===== src/rtl/cam_arb_pkg.sv =====
// Shared types and constants for the frame-buffer read arbiter.
package cam_arb_pkg;

  // Pixel width of the frame buffer (RGB565).
  localparam int PIXEL_W = 16;

  // Width of the stale-read statistics counter.
  localparam int STAT_W = 16;

  // Width of the filter wait counter; large enough for any MAX_WAIT up to 255.
  localparam int WAIT_W = 8;

  // Owner of the single frame-buffer read port in a given cycle.
  typedef enum logic [1:0] {
    OWN_NONE = 2'd0,
    OWN_VGA  = 2'd1,
    OWN_FLT  = 2'd2
  } owner_e;

  // Increment that sticks at all-ones instead of wrapping.
  function automatic logic [STAT_W-1:0] sat_inc(input logic [STAT_W-1:0] v);
    return (v == {STAT_W{1'b1}}) ? v : v + STAT_W'(1);
  endfunction

endpackage


===== src/rtl/fb_read_cache.sv =====
// One-entry display pixel cache: hit compare, fill tracking and line-end invalidate.
// A fill starts in the cycle the display owns the memory port; the returned
// pixel arrives one cycle later and is captured on the edge that ends that cycle.
module fb_read_cache
  import cam_arb_pkg::*;
#(
  parameter int ADDR_WIDTH = 15,
  parameter int DATA_WIDTH = PIXEL_W
) (
  input  logic                  clk,
  input  logic                  reset,
  input  logic                  vga_req,
  input  logic [ADDR_WIDTH-1:0] vga_addr,
  input  logic                  fill_start,
  input  logic [DATA_WIDTH-1:0] fill_data,
  output logic                  hit,
  output logic                  fill_pend,
  output logic [DATA_WIDTH-1:0] cache_data
);

  logic                  valid_q, valid_d;
  logic [ADDR_WIDTH-1:0] addr_q,  addr_d;
  logic [DATA_WIDTH-1:0] data_q,  data_d;
  logic                  pend_q,  pend_d;

  // Tag compare; an invalid entry never hits.
  always_comb begin
    hit = vga_req & valid_q & (vga_addr == addr_q);
  end

  // Next-state for the entry: tag on fill start, data one cycle later,
  // and a gap in display requests (end of line) drops the entry.
  always_comb begin
    valid_d = valid_q;
    addr_d  = addr_q;
    data_d  = data_q;
    pend_d  = fill_start;
    if (fill_start) begin
      addr_d  = vga_addr;
      valid_d = 1'b1;
    end
    if (!vga_req) begin
      valid_d = 1'b0;
    end
    if (pend_q) begin
      data_d = fill_data;
    end
  end

  // Cache entry registers, cleared asynchronously.
  always_ff @(posedge clk or negedge reset) begin
    if (!reset) begin
      valid_q <= 1'b0;
      addr_q  <= '0;
      data_q  <= '0;
      pend_q  <= 1'b0;
    end else begin
      valid_q <= valid_d;
      addr_q  <= addr_d;
      data_q  <= data_d;
      pend_q  <= pend_d;
    end
  end

  assign fill_pend  = pend_q;
  assign cache_data = data_q;

endmodule


===== src/rtl/fb_read_arbiter.sv =====
// Frame-buffer read arbiter: shares one synchronous read port between the
// display reader (latency-critical, cached) and an image filter (may wait,
// but is force-granted after MAX_WAIT cycles of starvation).
module fb_read_arbiter
  import cam_arb_pkg::*;
#(
  parameter int ADDR_WIDTH = 15,
  parameter int DATA_WIDTH = PIXEL_W,
  parameter int MAX_WAIT   = 8
) (
  input  logic                  clk,
  input  logic                  reset,
  input  logic                  vga_req,
  input  logic [ADDR_WIDTH-1:0] vga_addr,
  output logic [DATA_WIDTH-1:0] vga_rdata,
  input  logic                  flt_req,
  input  logic [ADDR_WIDTH-1:0] flt_addr,
  output logic                  flt_gnt,
  output logic                  flt_rvalid,
  output logic [DATA_WIDTH-1:0] flt_rdata,
  output logic                  mem_en,
  output logic [ADDR_WIDTH-1:0] mem_addr,
  input  logic [DATA_WIDTH-1:0] mem_rdata,
  output logic [STAT_W-1:0]     vga_stale_cnt
);

  localparam logic [WAIT_W-1:0] MAX_WAIT_C = WAIT_W'(MAX_WAIT);

  owner_e                owner;
  logic                  vga_hit;
  logic                  vga_miss;
  logic                  forced;
  logic                  vga_fill_pend;
  logic [DATA_WIDTH-1:0] cache_data;

  logic [WAIT_W-1:0]     wait_cnt_q,   wait_cnt_d;
  logic [STAT_W-1:0]     stale_cnt_q,  stale_cnt_d;
  logic [ADDR_WIDTH-1:0] mem_addr_q,   mem_addr_d;
  logic                  flt_rvalid_q, flt_rvalid_d;

  fb_read_cache #(
    .ADDR_WIDTH (ADDR_WIDTH),
    .DATA_WIDTH (DATA_WIDTH)
  ) u_cache (
    .clk        (clk),
    .reset      (reset),
    .vga_req    (vga_req),
    .vga_addr   (vga_addr),
    .fill_start (owner == OWN_VGA),
    .fill_data  (mem_rdata),
    .hit        (vga_hit),
    .fill_pend  (vga_fill_pend),
    .cache_data (cache_data)
  );

  // Port ownership: a starved filter beats a display miss, a display miss
  // beats a normal filter request; nothing is granted while in reset.
  always_comb begin
    vga_miss = vga_req & ~vga_hit;
    forced   = flt_req & (wait_cnt_q == MAX_WAIT_C);
    owner    = OWN_NONE;
    if (!reset) begin
      owner = OWN_NONE;
    end else if (forced) begin
      owner = OWN_FLT;
    end else if (vga_miss) begin
      owner = OWN_VGA;
    end else if (flt_req) begin
      owner = OWN_FLT;
    end
  end

  // Memory port and grant outputs; the address holds when the port is idle.
  always_comb begin
    mem_en   = (owner != OWN_NONE);
    flt_gnt  = (owner == OWN_FLT);
    mem_addr = mem_addr_q;
    case (owner)
      OWN_VGA: mem_addr = vga_addr;
      OWN_FLT: mem_addr = flt_addr;
      default: mem_addr = mem_addr_q;
    endcase
  end

  // Next-state for wait counter, stale statistics and read-return tracking.
  always_comb begin
    mem_addr_d   = mem_addr;
    flt_rvalid_d = flt_gnt;
    wait_cnt_d   = wait_cnt_q;
    stale_cnt_d  = stale_cnt_q;
    if (!flt_req || flt_gnt) begin
      wait_cnt_d = '0;
    end else if (wait_cnt_q != MAX_WAIT_C) begin
      wait_cnt_d = wait_cnt_q + WAIT_W'(1);
    end
    // The display missed but lost the port: it is served the cached pixel.
    if (forced && vga_miss) begin
      stale_cnt_d = sat_inc(stale_cnt_q);
    end
  end

  // Arbiter state registers, cleared asynchronously.
  always_ff @(posedge clk or negedge reset) begin
    if (!reset) begin
      wait_cnt_q   <= '0;
      stale_cnt_q  <= '0;
      mem_addr_q   <= '0;
      flt_rvalid_q <= 1'b0;
    end else begin
      wait_cnt_q   <= wait_cnt_d;
      stale_cnt_q  <= stale_cnt_d;
      mem_addr_q   <= mem_addr_d;
      flt_rvalid_q <= flt_rvalid_d;
    end
  end

  // Read-data steering: whoever owned the port last cycle sees memory data;
  // the display otherwise sees the cached pixel.
  always_comb begin
    vga_rdata = vga_fill_pend ? mem_rdata : cache_data;
    flt_rdata = flt_rvalid_q ? mem_rdata : '0;
  end

  assign flt_rvalid    = flt_rvalid_q;
  assign vga_stale_cnt = stale_cnt_q;

endmodule


===== config.mk =====
export PLATFORM = sky130hd
export DESIGN_NAME = fb_read_arbiter
export DESIGN_NICKNAME = d
export VERILOG_FILES = /design/src/rtl/cam_arb_pkg.sv /design/src/rtl/fb_read_cache.sv /design/src/rtl/fb_read_arbiter.sv
export SDC_FILE = /design/constraint.sdc
export NUM_CORES = 1
export LEC_CHECK = 0
export ABC_AREA = 1
export ABC_CLOCK_PERIOD_IN_PS = 6040
export CAP_MARGIN = 30
export CORE_UTILIZATION = 32
export CTS_CLUSTER_DIAMETER = 80
export DETAILED_ROUTE_END_ITERATION = 8
export DONT_BUFFER_PORTS = 1
export PLACE_DENSITY_LB_ADDON = 0.08
export SYNTH_ARGS = -nofsm -noshare
export SYNTH_HDL_FRONTEND = slang
export SYNTH_HIERARCHICAL = 1
export SYNTH_SLANG_ARGS = --single-unit

===== constraint.sdc =====
create_clock -name clk -period 6.04 [get_ports clk]
set_input_delay 0.302 -clock clk [delete_from_list [all_inputs] [get_ports clk]]
set_output_delay 0.302 -clock clk [all_outputs]
set_load 0.05 [all_outputs]

==> results of run 1 <==
[where the power goes]
group          internal (mW)  switching [mW]
combinational          0.109           0.254
sequential             0.546          0.0279
clock                  0.330           0.203
total                  0.985           0.486
[routing by layer]
metal / vias up / part of all wire [%] / track usage, %
li1: 1677 / - / -
met1: 1494 / 44 / 17.0
met2: 74 / 48 / 24.8
met3: 9 / 6.1 / 5.24
met4: 0 / 1.6 / 6.92
met5: - / 0 / 0
[Yosys cell counts, drive strengths merged]
library cell / n
o21ai: 36
o21bai: 1
mux2: 33
a21oi: 31
buf: 9
nand3: 14
xnor2: 5
xor2: 4
a31oi: 2
nand4: 5
nor4: 1
nand2: 168
nand3b: 1
inv: 72
ha: 6
nor2: 50
dfrtp: 73
clkbuf: 9
nor3: 2
[through the flow]
step	instance area (sq um)	setup slack, ns
floorplan	4200	2.73
global placement	4310	2.47
detailed placement	4460	2.80
CTS	4790	2.42
global route	4790	2.08
finish	4790	2.46
[area by class of cell]
cell class | instances | area [sq um] | area share, %
Timing Repair Buffer | 30 | 210 | 4.39
Clock buffer | 13 | 250 | 5.23
Inverter | 72 | 270 | 5.65
Sequential cell | 73 | 1830 | 38.2
Multi-Input combinational cell | 359 | 1970 | 41.2
Tap cell | 172 | 215 | 4.50
Clock inverter | 3 | 40.0 | 0.836
[registers in the layout, summed over array words and instances, names as in the netlist]
name and flops:
u_cache/cache_data 16, vga_stale_cnt 16, mem_addr_q 15, u_cache/addr_q 15, wait_cnt_q 8, flt_rvalid 1
u_cache/fill_pend 1, u_cache/valid_q 1
[worst max-delay path, stage by stage (launching register included)]
cell and delay, ns:
dfrtp_1 0.38, inv_1 0.07, nand2_1 0.05, nand2_1 0.05
inv_1 0.03, nand2_1 0.04, nor2_1 0.04, nand2_1 0.06
nor2_1 0.05, nor2_1 0.25, nand3_1 0.19, inv_1 0.09
ha_1 0.73, buf_4 0.35, nand2_1 0.08, a21oi_1 0.22
buf_4 0.24
[how the worst max path moves through the flow]
stage / slack [ns] / start / endpoint / cells past startpoint
after floorplan: 2.73 / u_cache/addr_q[6] / mem_addr[0] / 16
after global placement: 2.47 / u_cache/addr_q[3] / mem_addr[10] / 15
after detailed placement: 2.80 / u_cache/addr_q[5] / mem_addr[11] / 16
after CTS: 2.42 / u_cache/addr_q[5] / mem_addr[11] / 16
after global routing: 2.08 / u_cache/addr_q[3] / mem_addr[3] / 16
final: 2.46 / u_cache/addr_q[5] / mem_addr[11] / 16
[logic make-up after synthesis]
family	count (synthesis)	share of synthesized area (%)
xor+xnor	9	1.88
fa+ha+maj	6	1.79
compound gates	70	8.47
simple gates	241	25.2
mux	33	9.75
flops	73	43.5
buf+inv	90	9.39
==> run metrics, run 1 <==
largest net degree at the start of global routing=74; residual DRC count=0; synth top area cells=dfrtp_1 (44%), nand2_1 (14%), inv_1 (6.4%); setup TNS=0 ns; R2R Setup Slk=3.17 ns; die height=117 um; Die ar.=13600 sq um; post-CTS resize count=0; Die X=117 um; Max Root-Sink Buffers=2; post-synth top area cell=dfrtp_1; I/O pins=116; Final setup viols=0; DR vias/cell=4.51; Setup crit end kind=primary output; Worst EP required=5.74 ns; hold path depth=2; GRT Total Usage=14.8%; Routed Wire Length=9.48 mm; most common library cell in the layout ignoring fill and taps=nand2_1; setup repair bufs after CTS=0; fin nets=601; Tcrit/Tclk final=59.2%; number of global-route vias before repair=3055; filler instances=1352; initial antenna violation count=0; Net Count, Synth=578; R2R Path End=mem_addr_q[11]; WS Path Type=register to primary output; GPL Wtd Cong=0.758; worst skew pair latency=0.34 ns; max-slew violations=0; Synth Register Bits=73; Max-cap violations=0; Tmin final=3.58 ns; Slew HR=40.7%; first-pass GRT wire length=15.1 mm; Root Driver=clkbuf_16; Rows=41; Worst-path clk slew=0.06 ns; Ant. Diodes=0; Avg WL per Cell=13.1 um; RSZ-0062 raised after global routing=false; Cell Area, Synth=4200 sq um; Layout area overhead=14.1%; mean post-synth cell area=8.04 sq um; run status=complete, no violations; Worst Hold Class=input port to register; skew final=0.00680 ns; count of final hold-check violations=0; PwrDens=307 nW/um^2; R2R depth=12; final HPWL from detailed placement=6.49 mm; Port Buffers=0; drt first pass iters=5; total CTS buffers=9; final core utilization=37.6%; Core Area=12700 sq um; Starting Density=33.0%; Hold-fix buffers, CTS=2; Max Freq=280 MHz; fin cells=722; hold slack=0.0811 ns; Inst Count DP=704; CTS Sinks=73; CTS tree=built; Worst IR Drop VDD=0.150 mV; Final Total Pwr=1.47 mW; final global-route overflow total=0; DRT iter0 DRCs=129; leak pwr=2.45 nW; Distinct cells, synth=32; hold path start=vga_addr[8]; worst path arrival time=3.27 ns; Synthesis Warnings=6; most frequent cells in the layout=nand2_1 (155), dfrtp_1 (73), inv_1 (71); actual slew at the worst max-slew pin=0.890 ns; via count=3254; share of layout cells above drive strength 1=16.0%; Mapped Cells=522; Synth top area share=43.5%; CP max FO=28; Routed Antenna Nets=0; CTS H-Tree Depth=3; Critical R2R Launch=wait_cnt_q[0]; post-synthesis sequential area ratio=43.5%; CP startpoint kind=register; Hold Path End=u_cache/addr_q[8]
Power figures use the tool's default switching activity.
==> run 2: changes to the inputs <==
- ABC_CLOCK_PERIOD_IN_PS: 6040 -> 3600
- clock period: 6.04 -> 3.6 ns (I/O delays scaled with it)
==> run 2 against run 1 <==
Routed wire length is 5.3% higher; critical path type unchanged; non-clock buffer count increased by 24; critical path depth increased by 1; clock skew increased by 0.0012 ns; sequential power is 68% higher; combinational power rose by 72%; largest cell class unchanged; clock-buffer cell count unchanged; cell count rose by 3.3%; global-route usage is 1.0 points higher; setup slack worse by 2.0 ns; worst hold slack better by 0.0053 ns.
==> run metrics, run 2 (synthesis results as in run 1) <==
run status=complete, no violations; hold path depth=2; Layout area overhead=21.6%; Routed Antenna Nets=0; share of power burned in combinational logic=24.6%; largest net degree at the start of global routing=74; most frequent cells in the layout=nand2_1 (155), dfrtp_1 (73), inv_1 (71); Max Root-Sink Buffers=2; hold path start=flt_addr[0]; residual DRC count=0; total CTS buffers=9; Setup WS pre-CTS=0.740 ns; Die ar.=13600 sq um; actual slew at the worst max-slew pin=0.958 ns; PwrDens=497 nW/um^2; worst path arrival time=2.97 ns; Routed Wire Length=9.99 mm; critical path's slowest cell=inv_1; CP startpoint kind=register; R2R Path End=mem_addr_q[1]; DR vias/cell=4.54; Ant. Diodes=0; setup TNS=0 ns; share of layout cells above drive strength 1=15.5%; sequential share of power=38.1%; final global-route overflow total=0; CTS tree=built; first-pass GRT wire length=16.2 mm; final HPWL from detailed placement=6.40 mm; fin nets=625; die height=117 um; Rows=41; drt first pass iters=4; Tmin final=3.15 ns; Buf/Inv on CP=6; R2R Setup Slk=0.93 ns; Core Area=12700 sq um; I/O pins=116; Worst IR Drop VDD=0.289 mV; DRT iter0 DRCs=146; GRT Total Usage=15.9%; hold slack=0.0864 ns; Root Driver=clkbuf_16; leak pwr=2.58 nW; Starting Density=33.0%; Hold Path End=mem_addr_q[0]; Worst Slack Setup Final=0.451 ns; Clk pwr share=37.3%; GPL Wtd Cong=0.749; Port Buffers=0; Switching Share=32.1%; Tcrit/Tclk final=87.5%; count of final hold-check violations=0; CP cell instances=inv_1 -> nand2_1 -> nand2_1 -> inv_1 -> nand2_1 -> nor2_1 -> nand2_1 -> nor2_1 -> nor2_1 -> nand3_1 -> inv_1 -> ha_1 -> buf_4 -> inv_1 -> nor2_1 -> a21oi_1 -> buf_4; Largest delay share family, worst path=buffers and inverters; R2R depth=17; initial antenna violation count=1; CP peak stage delay=0.44 ns; Critical R2R Launch=u_cache/addr_q[5]; RSZ-0062 raised after global routing=false; number of global-route vias before repair=3323; CTS H-Tree Depth=3; CTS Sinks=73; Max-cap violations=0; Setup crit end kind=primary output; Worst Hold Class=input port to register; Slew HR=36.1%; switching power=0.814 mW; Die X=117 um; Worst-path clk slew=0.06 ns; Worst EP required=3.42 ns; skew final=0.00804 ns; Final Total Pwr=2.54 mW; Pint=1.72 mW; via count=3385; WS Path Type=register to primary output; Final setup viols=0; CP max FO=16; post-CTS resize count=0; max-slew violations=0; Avg WL per Cell=13.4 um; Max Freq=318 MHz; worst skew pair latency=0.34 ns; most common library cell in the layout ignoring fill and taps=nand2_1
[run 2: how the worst max path moves through the flow]
| stage | start | end | depth (start not counted) |
|---|---|---|---|
| final | u_cache/addr_q[5] | mem_addr[6] | 17 |
| after global routing | u_cache/addr_q[1] | mem_addr[0] | 17 |
| after CTS | u_cache/addr_q[5] | mem_addr[6] | 17 |
| after detailed placement | u_cache/addr_q[5] | mem_addr[13] | 17 |
| after global placement | u_cache/addr_q[3] | mem_addr[0] | 17 |
| after floorplan | u_cache/addr_q[6] | mem_addr_q[0] | 16 |
[run 2: area by class of cell]
type | count | area, sq um
Inverter | 72 | 270
Clock buffer | 13 | 240
Sequential cell | 73 | 1830
Clock inverter | 3 | 65.1
Multi-Input combinational cell | 359 | 1970
Timing Repair Buffer | 54 | 508
Tap cell | 172 | 215
Fill cell | 1331 | 7620
[run 2: worst register-to-register path, cell delays in order, from the launching register on]
cell	delay, ns
dfrtp_1	0.37
inv_1	0.07
nand2_1	0.05
nand2_1	0.06
inv_1	0.03
nand2_1	0.04
nor2_1	0.04
nand2_1	0.06
nor2_1	0.04
nor2_1	0.26
nand3_1	0.18
inv_1	0.09
ha_1	0.22
buf_4	0.20
inv_1	0.44
nor2_1	0.09
a21oi_1	0.14
buf_4	0.22
[run 2: per-layer routing]
layer	vias to the layer above	GRT usage, %	part of all wire, %
met2	76	26.5	48
met3	9	5.76	6.2
met5	-	0	0
li1	1728	-	-
met4	0	5.64	1.4
met1	1572	18.7	44
[run 2: power groups by stage]
stage | clock network [mW] | registers (mW) | logic (mW)
2_1_floorplan | 0 | 0.967 | 0.488
4_1_cts | 0.985 | 0.965 | 0.633
6_report | 0.946 | 0.965 | 0.624
3_5_place_dp | 0 | 0.979 | 0.578
5_1_grt | 1.01 | 0.975 | 0.674
3_3_place_gp | 0 | 0.976 | 0.574
[run 2: repair_timing]
action	CTS	global route
hold buffers	34	0
setup buffers	0	0
hold endpoints to repair	108	0
[run 2: metrics by stage]
step / util (%) / cells / cell area, sq um
after CTS: 40.1 / 746 / 5100
after global placement: 34.9 / 696 / 4440
final: 40.1 / 746 / 5100
after detailed placement: 34.9 / 696 / 4440
after floorplan: - / 522 / 4200
after global routing: 40.1 / 746 / 5100
==> run 3: changes to the inputs <==
- SYNTH_HIERARCHICAL: 1 -> unset
==> run 3 against run 2 <==
Power shrank 2.5%; sequential cell count is the same; sequential power shrank 2%; global-route usage grew 0.47 points; die area shrank 9.9%; synthesized cell count shrank 8.6%; setup slack gained 0.055 ns; sequential share of layout area grew 4.5 points; cell area shrank 11%; via count shrank 12%; clock power grew 3.9%.
==> run metrics, run 3 <==
run status=complete, no violations; drt first pass iters=4; DR vias/cell=4.53; setup repair bufs after CTS=0; worst path arrival time=2.91 ns; number of enable flip-flop cells after synthesis=0; Final setup viols=0; Rows=39; most common cell in the netlist=nand2_1; max-slew violations=0; I/O pins=116; Die ar.=12200 sq um; Worst EP required=3.42 ns; hold path depth=2; skew final=0.00711 ns; RSZ-0062 raised after global routing=false; mean post-synth cell area=7.91 sq um; Die X=111 um; setup TNS=0 ns; critical path's slowest cell=dfrtp_1; CTS tree=built; met3 WL=634 um; CP peak stage delay=0.37 ns; Crit path top cell by count=nand2_1; worst skew pair latency=0.34 ns; Worst Hold Class=input port to register; actual slew at the worst max-slew pin=0.906 ns; R2R Setup Slk=0.94 ns; final HPWL from detailed placement=6.11 mm; GPL Wtd Cong=0.707; die height=111 um; final global-route overflow total=0; WS Path Type=register to primary output; GRT Total Usage=16.3%; first-pass GRT wire length=15.5 mm; total CTS buffers=9; Post-synth ARST share=100%; met2 wire length=4.28 mm; R2R depth=16; Mapped Cells=477; share of layout cells above drive strength 1=11.8%; Hold-fix buffers, CTS=17; Max-cap violations=0; Worst Slack Setup Final=0.506 ns; Max Freq=323 MHz; Critical R2R Launch=u_cache.addr_q[14]; R2R Path End=wait_cnt_q[2]; hold path start=vga_addr[13]; Max Root-Sink Buffers=2; Post-synth top flop=dfrtp_1; PwrDens=545 nW/um^2; CTS Sinks=73; Synth Register Bits=73; Net Count, Synth=533; Layout area overhead=20.3%; residual DRC count=0; Slew HR=39.6%; via count=2978; Cell Area, Synth=3770 sq um; CP startpoint kind=register; post-CTS resize count=0; Top Layer Used=met4; Setup crit end kind=primary output; post-synth top area cell=dfrtp_1; Synthesis Warnings=0; Tmin final=3.09 ns; Root Driver=clkbuf_16; Ant. Diodes=0; M1 WL=3.96 mm; post-synthesis sequential area ratio=48.4%; Avg WL per Cell=13.7 um; largest net degree at the start of global routing=74; DRT iter0 DRCs=143; CP max FO=25; Starting Density=32.9%; most common library cell in the layout ignoring fill and taps=nand2_1; Worst IR Drop VDD=0.371 mV; CTS H-Tree Depth=3; fin nets=566; Tcrit/Tclk final=85.9%; top post-synthesis cells by count=nand2_1 (150), dfrtp_1 (73), inv_1 (71); count of final hold-check violations=0; Core Area=11500 sq um; leak pwr=2.40 nW; CP cell instances=inv_1 -> nand2_1 -> nand2_1 -> nor2_1 -> nand2_1 -> nor2_1 -> nand2_1 -> nand2_1 -> o21ai_0 -> ha_1 -> buf_4 -> nand2_1 -> a21oi_1 -> buf_4; Routed Antenna Nets=0; CP Launch Point=u_cache.addr_q[14]; synth top area cells=dfrtp_1 (48%), nand2_1 (15%), inv_1 (7.1%); Port Buffers=0; Hold Path End=u_cache.addr_q[13]; Worst-path clk slew=0.06 ns; Routed Wire Length=8.99 mm; number of global-route vias before repair=3020; most frequent cells in the layout=nand2_1 (150), dfrtp_1 (73), inv_1 (71); Synth top area share=48.4%; initial antenna violation count=0; Setup WS pre-CTS=0.771 ns; Distinct cells, synth=29
## run 3: cell types whose count changed after synthesis, moves of 3 or more
cell,delta
nand2_2,-11
buf_2,-3
o21ai_0,-6
mux2_4,-10
mux2_2,-7
nand2_1,-5
o21ai_1,-8
nor3_1,+5
a21oi_1,+4
## run 3: worst max-delay path by stage
stage	end
finish	mem_addr[5]
CTS	mem_addr[14]
floorplan	mem_addr_q[11]
detailed placement	mem_addr[14]
global route	mem_addr[5]
global placement	mem_addr[13]
## run 3: report_power, final
part           total (mW)  internal [mW]  switching, mW
Combinational       0.539          0.140          0.399
Sequential          0.950          0.912         0.0382
Clock               0.983          0.646          0.337
Total                2.47           1.70          0.775
## run 3: cell type report
class                   count  area (sq um)
inverters                  75           282
multi-input cells         315          1590
clock inverters             2          60.1
repair buffers             36           330
flip-flops and latches     73          1830
well taps                 143           179
clock buffers              14           264
fillers                  1159          6930
## run 3: routing by layer
layer,global-route usage (%),vias up
li1,-,1540
met4,4.89,0
met5,0,-
met1,19.8,1356
met3,6.48,8
met2,26.6,74
## run 3: worst max-delay path, delay by kind of cell (launching register included)
| kind | cells | cell delay [ns] |
|---|---|---|
| AND/OR/NAND/NOR | 8 | 0.70 |
| AO/OA/AOI/OAI | 2 | 0.53 |
| flip-flops | 1 | 0.37 |
| buffers and inverters | 3 | 0.60 |
| adder cells (fa/ha/maj) | 1 | 0.37 |
## run 3: through the flow
stage	total power, mW	area [sq um]	hold slack, ns	cells	utilization (%)
CTS	2.52	4540	0.0143	658	39.6
detailed placement	1.47	4020	-0.114	625	35.1
floorplan	1.37	3770	-0.116	477	-
global placement	1.47	4020	-0.114	625	35.1
finish	2.47	4540	0.0185	658	39.6
global route	2.60	4540	0.0452	658	39.6
## run 3: logic make-up (layout without fill, tap and decap cells)
| family | count (synthesis) | in the layout | share of synthesized area (%) |
|---|---|---|---|
| AND/OR/NAND/NOR | 222 | 222 | 24.8 |
| buffers and inverters | 89 | 127 | 9.29 |
| flip-flops | 73 | 73 | 48.4 |
| AO/OA/AOI/OAI | 60 | 60 | 8.16 |
| multiplexers | 16 | 16 | 4.78 |
| XOR/XNOR | 11 | 11 | 2.55 |
| adder cells (fa/ha/maj) | 6 | 6 | 1.99 |
